==> src/rtl/sub_pkg.sv <==
// Shared types and a reference subtraction helper for the bit-serial subtractor.
package sub_pkg;

  typedef enum logic [1:0] {
    IDLE = 2'd0,
    RUN  = 2'd1,
    DONE = 2'd2
  } state_e;

  localparam int unsigned MAX_WIDTH = 32;

  // Returns {bout, diff} with diff in the low `width` bits of the 32-bit field.
  function automatic logic [MAX_WIDTH:0] ref_sub(
    input logic [MAX_WIDTH-1:0] a,
    input logic [MAX_WIDTH-1:0] b,
    input logic                 bin,
    input int unsigned          width
  );
    logic [MAX_WIDTH:0]   one_hot;
    logic [MAX_WIDTH-1:0] mask;
    logic [MAX_WIDTH:0]   full;
    logic                 borrow;
    one_hot = {{MAX_WIDTH{1'b0}}, 1'b1} << width;
    mask    = one_hot[MAX_WIDTH-1:0] - {{(MAX_WIDTH-1){1'b0}}, 1'b1};
    full    = {1'b0, a & mask} - {1'b0, b & mask} - {{MAX_WIDTH{1'b0}}, bin};
    borrow  = ({1'b0, a & mask} < ({1'b0, b & mask} + {{MAX_WIDTH{1'b0}}, bin}));
    return {borrow, full[MAX_WIDTH-1:0] & mask};
  endfunction

endpackage

==> src/rtl/fsub_cell.sv <==
// Combinational 1-bit full subtractor: d = a - b - bin, bout = borrow out.
module fsub_cell (
  input  logic a,
  input  logic b,
  input  logic bin,
  output logic d,
  output logic bout
);

  assign d    = a ^ b ^ bin;
  assign bout = (~a & b) | (~(a ^ b) & bin);

endmodule

==> src/rtl/serial_sub_ctrl.sv <==
// Bit-serial subtraction controller: one full-subtractor cell stepped LSB first
// across WIDTH bits, with valid/ready handshakes on operands and result.
module serial_sub_ctrl #(
  parameter int unsigned WIDTH = 8
) (
  input  logic             clk,
  input  logic             rst,
  input  logic             in_valid,
  output logic             in_ready,
  input  logic [WIDTH-1:0] a,
  input  logic [WIDTH-1:0] b,
  input  logic             bin,
  output logic             out_valid,
  input  logic             out_ready,
  output logic [WIDTH-1:0] diff,
  output logic             bout
);
  import sub_pkg::*;

  localparam int unsigned   CW   = $clog2(WIDTH + 1);
  localparam logic [CW-1:0] LAST = CW'(WIDTH - 1);

  state_e           state_q, state_d;
  logic [CW-1:0]    cnt_q, cnt_d;
  logic [WIDTH-1:0] a_sr_q, a_sr_d;
  logic [WIDTH-1:0] b_sr_q, b_sr_d;
  logic [WIDTH-1:0] res_q, res_d;
  logic [WIDTH-1:0] diff_q, diff_d;
  logic             brw_q, brw_d;
  logic             bout_q, bout_d;
  logic [WIDTH-1:0] res_next_s;
  logic             cell_d_s;
  logic             cell_bo_s;

  fsub_cell u_cell (
    .a    (a_sr_q[0]),
    .b    (b_sr_q[0]),
    .bin  (brw_q),
    .d    (cell_d_s),
    .bout (cell_bo_s)
  );

  // Result register shifted right with the new difference bit entering at the MSB.
  always_comb begin
    res_next_s            = res_q >> 1'b1;
    res_next_s[WIDTH-1]   = cell_d_s;
  end

  // Next-state, datapath updates and handshake outputs.
  always_comb begin
    state_d   = state_q;
    cnt_d     = cnt_q;
    a_sr_d    = a_sr_q;
    b_sr_d    = b_sr_q;
    res_d     = res_q;
    brw_d     = brw_q;
    diff_d    = diff_q;
    bout_d    = bout_q;
    in_ready  = 1'b0;
    out_valid = 1'b0;
    case (state_q)
      IDLE: begin
        in_ready = 1'b1;
        if (in_valid) begin
          a_sr_d  = a;
          b_sr_d  = b;
          brw_d   = bin;
          cnt_d   = '0;
          state_d = RUN;
        end else begin
          state_d = IDLE;
        end
      end
      RUN: begin
        a_sr_d = a_sr_q >> 1'b1;
        b_sr_d = b_sr_q >> 1'b1;
        res_d  = res_next_s;
        brw_d  = cell_bo_s;
        cnt_d  = cnt_q + CW'(1'b1);
        if (cnt_q == LAST) begin
          // Final bit: publish the result so diff/bout stay put until the next RUN.
          diff_d  = res_next_s;
          bout_d  = cell_bo_s;
          state_d = DONE;
        end else begin
          state_d = RUN;
        end
      end
      DONE: begin
        out_valid = 1'b1;
        if (out_ready) begin
          state_d = IDLE;
        end else begin
          state_d = DONE;
        end
      end
      default: begin
        state_d = IDLE;
      end
    endcase
  end

  // State and datapath registers with synchronous reset.
  always_ff @(posedge clk) begin
    if (rst) begin
      state_q <= IDLE;
      cnt_q   <= '0;
      a_sr_q  <= '0;
      b_sr_q  <= '0;
      res_q   <= '0;
      brw_q   <= 1'b0;
      diff_q  <= '0;
      bout_q  <= 1'b0;
    end else begin
      state_q <= state_d;
      cnt_q   <= cnt_d;
      a_sr_q  <= a_sr_d;
      b_sr_q  <= b_sr_d;
      res_q   <= res_d;
      brw_q   <= brw_d;
      diff_q  <= diff_d;
      bout_q  <= bout_d;
    end
  end

  assign diff = diff_q;
  assign bout = bout_q;

endmodule

==> config.mk <==
export PLATFORM = sky130hd
export DESIGN_NAME = serial_sub_ctrl
export DESIGN_NICKNAME = d
export VERILOG_FILES = /design/src/rtl/sub_pkg.sv /design/src/rtl/fsub_cell.sv /design/src/rtl/serial_sub_ctrl.sv
export SDC_FILE = /design/constraint.sdc
export NUM_CORES = 1
export LEC_CHECK = 0
export BUFFER_PORTS_ARGS = -buffer_cell sky130_fd_sc_hd__buf_2
export CAP_MARGIN = 20
export CELL_PAD_IN_SITES_DETAIL_PLACEMENT = 1
export CELL_PAD_IN_SITES_GLOBAL_PLACEMENT = 1
export CORE_MARGIN = 8
export CORE_UTILIZATION = 40
export CTS_BUF_LIST = sky130_fd_sc_hd__clkbuf_4 sky130_fd_sc_hd__clkbuf_8
export DETAILED_ROUTE_END_ITERATION = 10
export GPL_TIMING_DRIVEN = 0
export PLACE_DENSITY = 0.88
export RECOVER_POWER = 100
export SETUP_SLACK_MARGIN = 0.4
export SYNTH_ARGS = -nofsm -noshare
export SYNTH_HDL_FRONTEND = slang
export SYNTH_SLANG_ARGS = --single-unit
==> constraint.sdc <==
create_clock -name clk -period 1.5 [get_ports clk]
set_input_delay 0.225 -clock clk [delete_from_list [all_inputs] [get_ports clk]]
set_output_delay 0.225 -clock clk [all_outputs]
set_load 0.1 [all_outputs]
==> out/results.ini <==
[floorplanning]
core_um2=4234
die_x_um=81.56
io_pins=32
die_area_um2=6652
row_count=24
die_y_um=81.56
initial_core_util_pct=40.60

[synthesis]
synth-edff-count=0
synth_warnings=0
synth-seq-cells=39
synth_area_um2=1719
async_reset_ff_share_pct=0
synth_mux_area_share_pct=0
synth-xor-area-share_pct=0
synth.top_cell.area_share_pct=45.41
synthAdderAreaFrac_pct=1.892
avgSynthCellArea_um2=8.862
synth_top_area_cell=dfxtp_1
synth_area_leaders=dfxtp_1 (45%), a21oi_1 (7.0%), nand2_1 (6.8%)
synth-simple-area-share_pct=16.67
seq_area_frac_synth_pct=45.41
syn_inst=194
synth_top_family_by_area=compound AO/OA/AOI/OAI gates
synth_cell_types=32
syn-num-nets=217
synth-compound-area-share_pct=29.33
ys.flop_type=dfxtp_1

[setup_path]
arrival_ns=1.61
worst_r2r_endpoint=b_sr_q[5]
worst-r2r-cell-count=5
crit_type=flop to flop
crit_start=state_q[0]
worstPathCellList=buf_6 -> and2b_1 -> buf_2 -> a21oi_2 -> a211oi_1
endpoint_kind=flop
start_kind=flop
r2r_setup_slack_ns=0.07
worstReg2RegStart=state_q[0]
critical-path-slowest-cell=dfxtp_2
critPathRequiredTime_ns=1.68
slowest_delay_ns=0.35
worstPathMaxFanout=5

[global_routing]
grt_max_degree=12
grt_pass1_wl_um=8776
grtUsageTotal_pct=17.09
antenna_found_initial=0
grt.overflow.total=0
grt_pass1_vias=1754

[placement]
detailedPlace.worstSlack_ns=0.1198
place_area_um2=2023
place.port_buffers=30
dp_hpwl_um=3565
place_congestion=0.7491
placedCellCount=276

[power]
clkPwrFrac_pct=34.6
p_comb_share_pct=18.2
leakage_nw=0.9347
power_density_nw_per_um2=986.1
swShare_pct=28.52
sequentialPowerShare_pct=47.2
total_power_mw=2.383
switchingPower_uw=679.5
irDropWorstVdd_uv=498.5
power.internal_mw=1.703

[sta]
slew_violations=0
setup_viol=0
worst_pin_slew_ns=0.6771
fin_worst_skew_ns=0.005911
fin_tns_setup_ns=0
hold_violations=0
setup_ws_ns=0.06811
holdWs_ns=0.1663
rsz0062_at_grt=yes
relSlewSlack_pct=54.86
period_share_pct=95.46
fmax_mhz=698.4
fin_crit_ns=1.432

[drt]
drt_pass1_iterations=4
routed_wl_um=6786
ant_nets=0
wl_met1_um=2807
route.vias.total=1736
via_per_inst=5.885
drt_iter0_drc=104
drc_errors=0
wl_met2_um=3408
routed.top_layer=met4
wl_met3_um=321
wire_per_inst_um=23.00

[final_layout]
multi_input_area_um2=980.9
fin_area_um2=2416
nets=265
drive_above_1_share_pct=48.15
area_growth_pct=40.54
seqCellArea_um2=805.8
nFillCells=474
stdcell_count=295
diodes=0
final_core_util_pct=57.06

[clocking]
ctsRootBufferMaster=clkbuf_8
htree_levels=2
clk_pin_slew_ns=0.08
clk_latency_ns=0.29
cts_max_path_buffers=2
cts_inserted_buffers=5
clock_sinks=39
cts_tree=done
holdBufCountCts=0

[job]
drv_cap=0

[run_status]
status=complete, no violations

[min_path]
hp-class=input pin to flop
worstHoldPathCells=3
min_from=b[2]
holdPathEnd=b_sr_q[2]

-- logic make-up (layout without fill, tap and decap cells) --
group           count (synthesis)  count (layout)
buf+inv                        20              69
flops                          39              39
compound gates                 66              66
fa+ha+maj                       2               2
simple gates                   67              67
-- synth_stat cells, types with 2 or more instances --
cell type,instances
dfxtp_1,39
nand2_1,31
a21oi_1,24
nor2_1,19
nand3_1,10
a211oi_1,8
a211oi_2,8
a21oi_2,8
o31ai_1,8
clkbuf_1,6
buf_2,5
buf_4,4
inv_1,3
a22oi_1,2
a32oi_1,2
-- flip-flops by register name, indices dropped and copies added, names as in the netlist --
name	flops
a_sr_q	8
res_q	7
state_q	2
b_sr_q	8
diff	8
brw_q	1
bout	1
cnt_q	4
-- worst max-delay path: cells and delay by family, from the launching register on --
kind,cells,cell delay [ns]
AO/OA/AOI/OAI,2,0.41
flip-flops,1,0.35
buffers and inverters,2,0.35
AND/OR/NAND/NOR,1,0.20
-- per-layer routing --
layer,GRT usage [%],vias to the layer above
li1,-,784
met1,18.99,866
met2,30.79,58
met3,4.376,28
met4,5.893,0
met5,0,-
-- area by class of cell --
cell class / instances / share of cell area (%)
inverters: 3 / 0.4661
clock buffers: 8 / 4.298
flip-flops and latches: 39 / 33.35
repair buffers: 41 / 11.76
multi-input cells: 135 / 40.60
plain buffers: 17 / 6.836
well taps: 52 / 2.693
-- worst max path at each step --
stage,cells after the start,end
after floorplan,4,state_q[1]
after global placement,3,a_sr_q[7]
after detailed placement,4,a_sr_q[5]
after CTS,3,out_valid
after global routing,5,b_sr_q[5]
final,5,b_sr_q[5]
-- power by group through the flow --
stage                     registers, mW  logic (mW)  clock network (mW)
final                              1.12       0.435               0.824
after global routing               1.13       0.460               0.892
after CTS                          1.12       0.358               0.822
after detailed placement           1.14       0.320                   0
after global placement             1.14       0.308                   0
after floorplan                    1.13       0.234                   0
-- cell usage in the layout, fill, tap and decap left out, types with 2 or more instances in the layout --
master	count
clkbuf_8	7
a32oi_1	2
clkbuf_1	4
nor2_1	18
buf_6	7
a211oi_2	8
nand3_1	9
o31ai_2	7
a22oi_1	2
a21oi_4	6
clkbuf_4	3
nand2_1	29
clkbuf_2	10
dfxtp_2	11
dfxtp_4	3
buf_2	22
a211oi_1	8
buf_8	2
a21oi_2	5
dfxtp_1	25
buf_12	4
inv_1	2
nand2_2	2
buf_4	6
a21oi_1	21
-- timing repair --
| action | in CTS | in global routing |
|---|---|---|
| setup endpoints to repair | 50 | 50 |
| pin swaps | 1 | 3 |
| cloned | 1 | 3 |
| setup buffers | 3 | 4 |
| endpoints found under the hold margin | 0 | 0 |
| gates resized for setup | 48 | 42 |
Power figures use the tool's default switching activity.
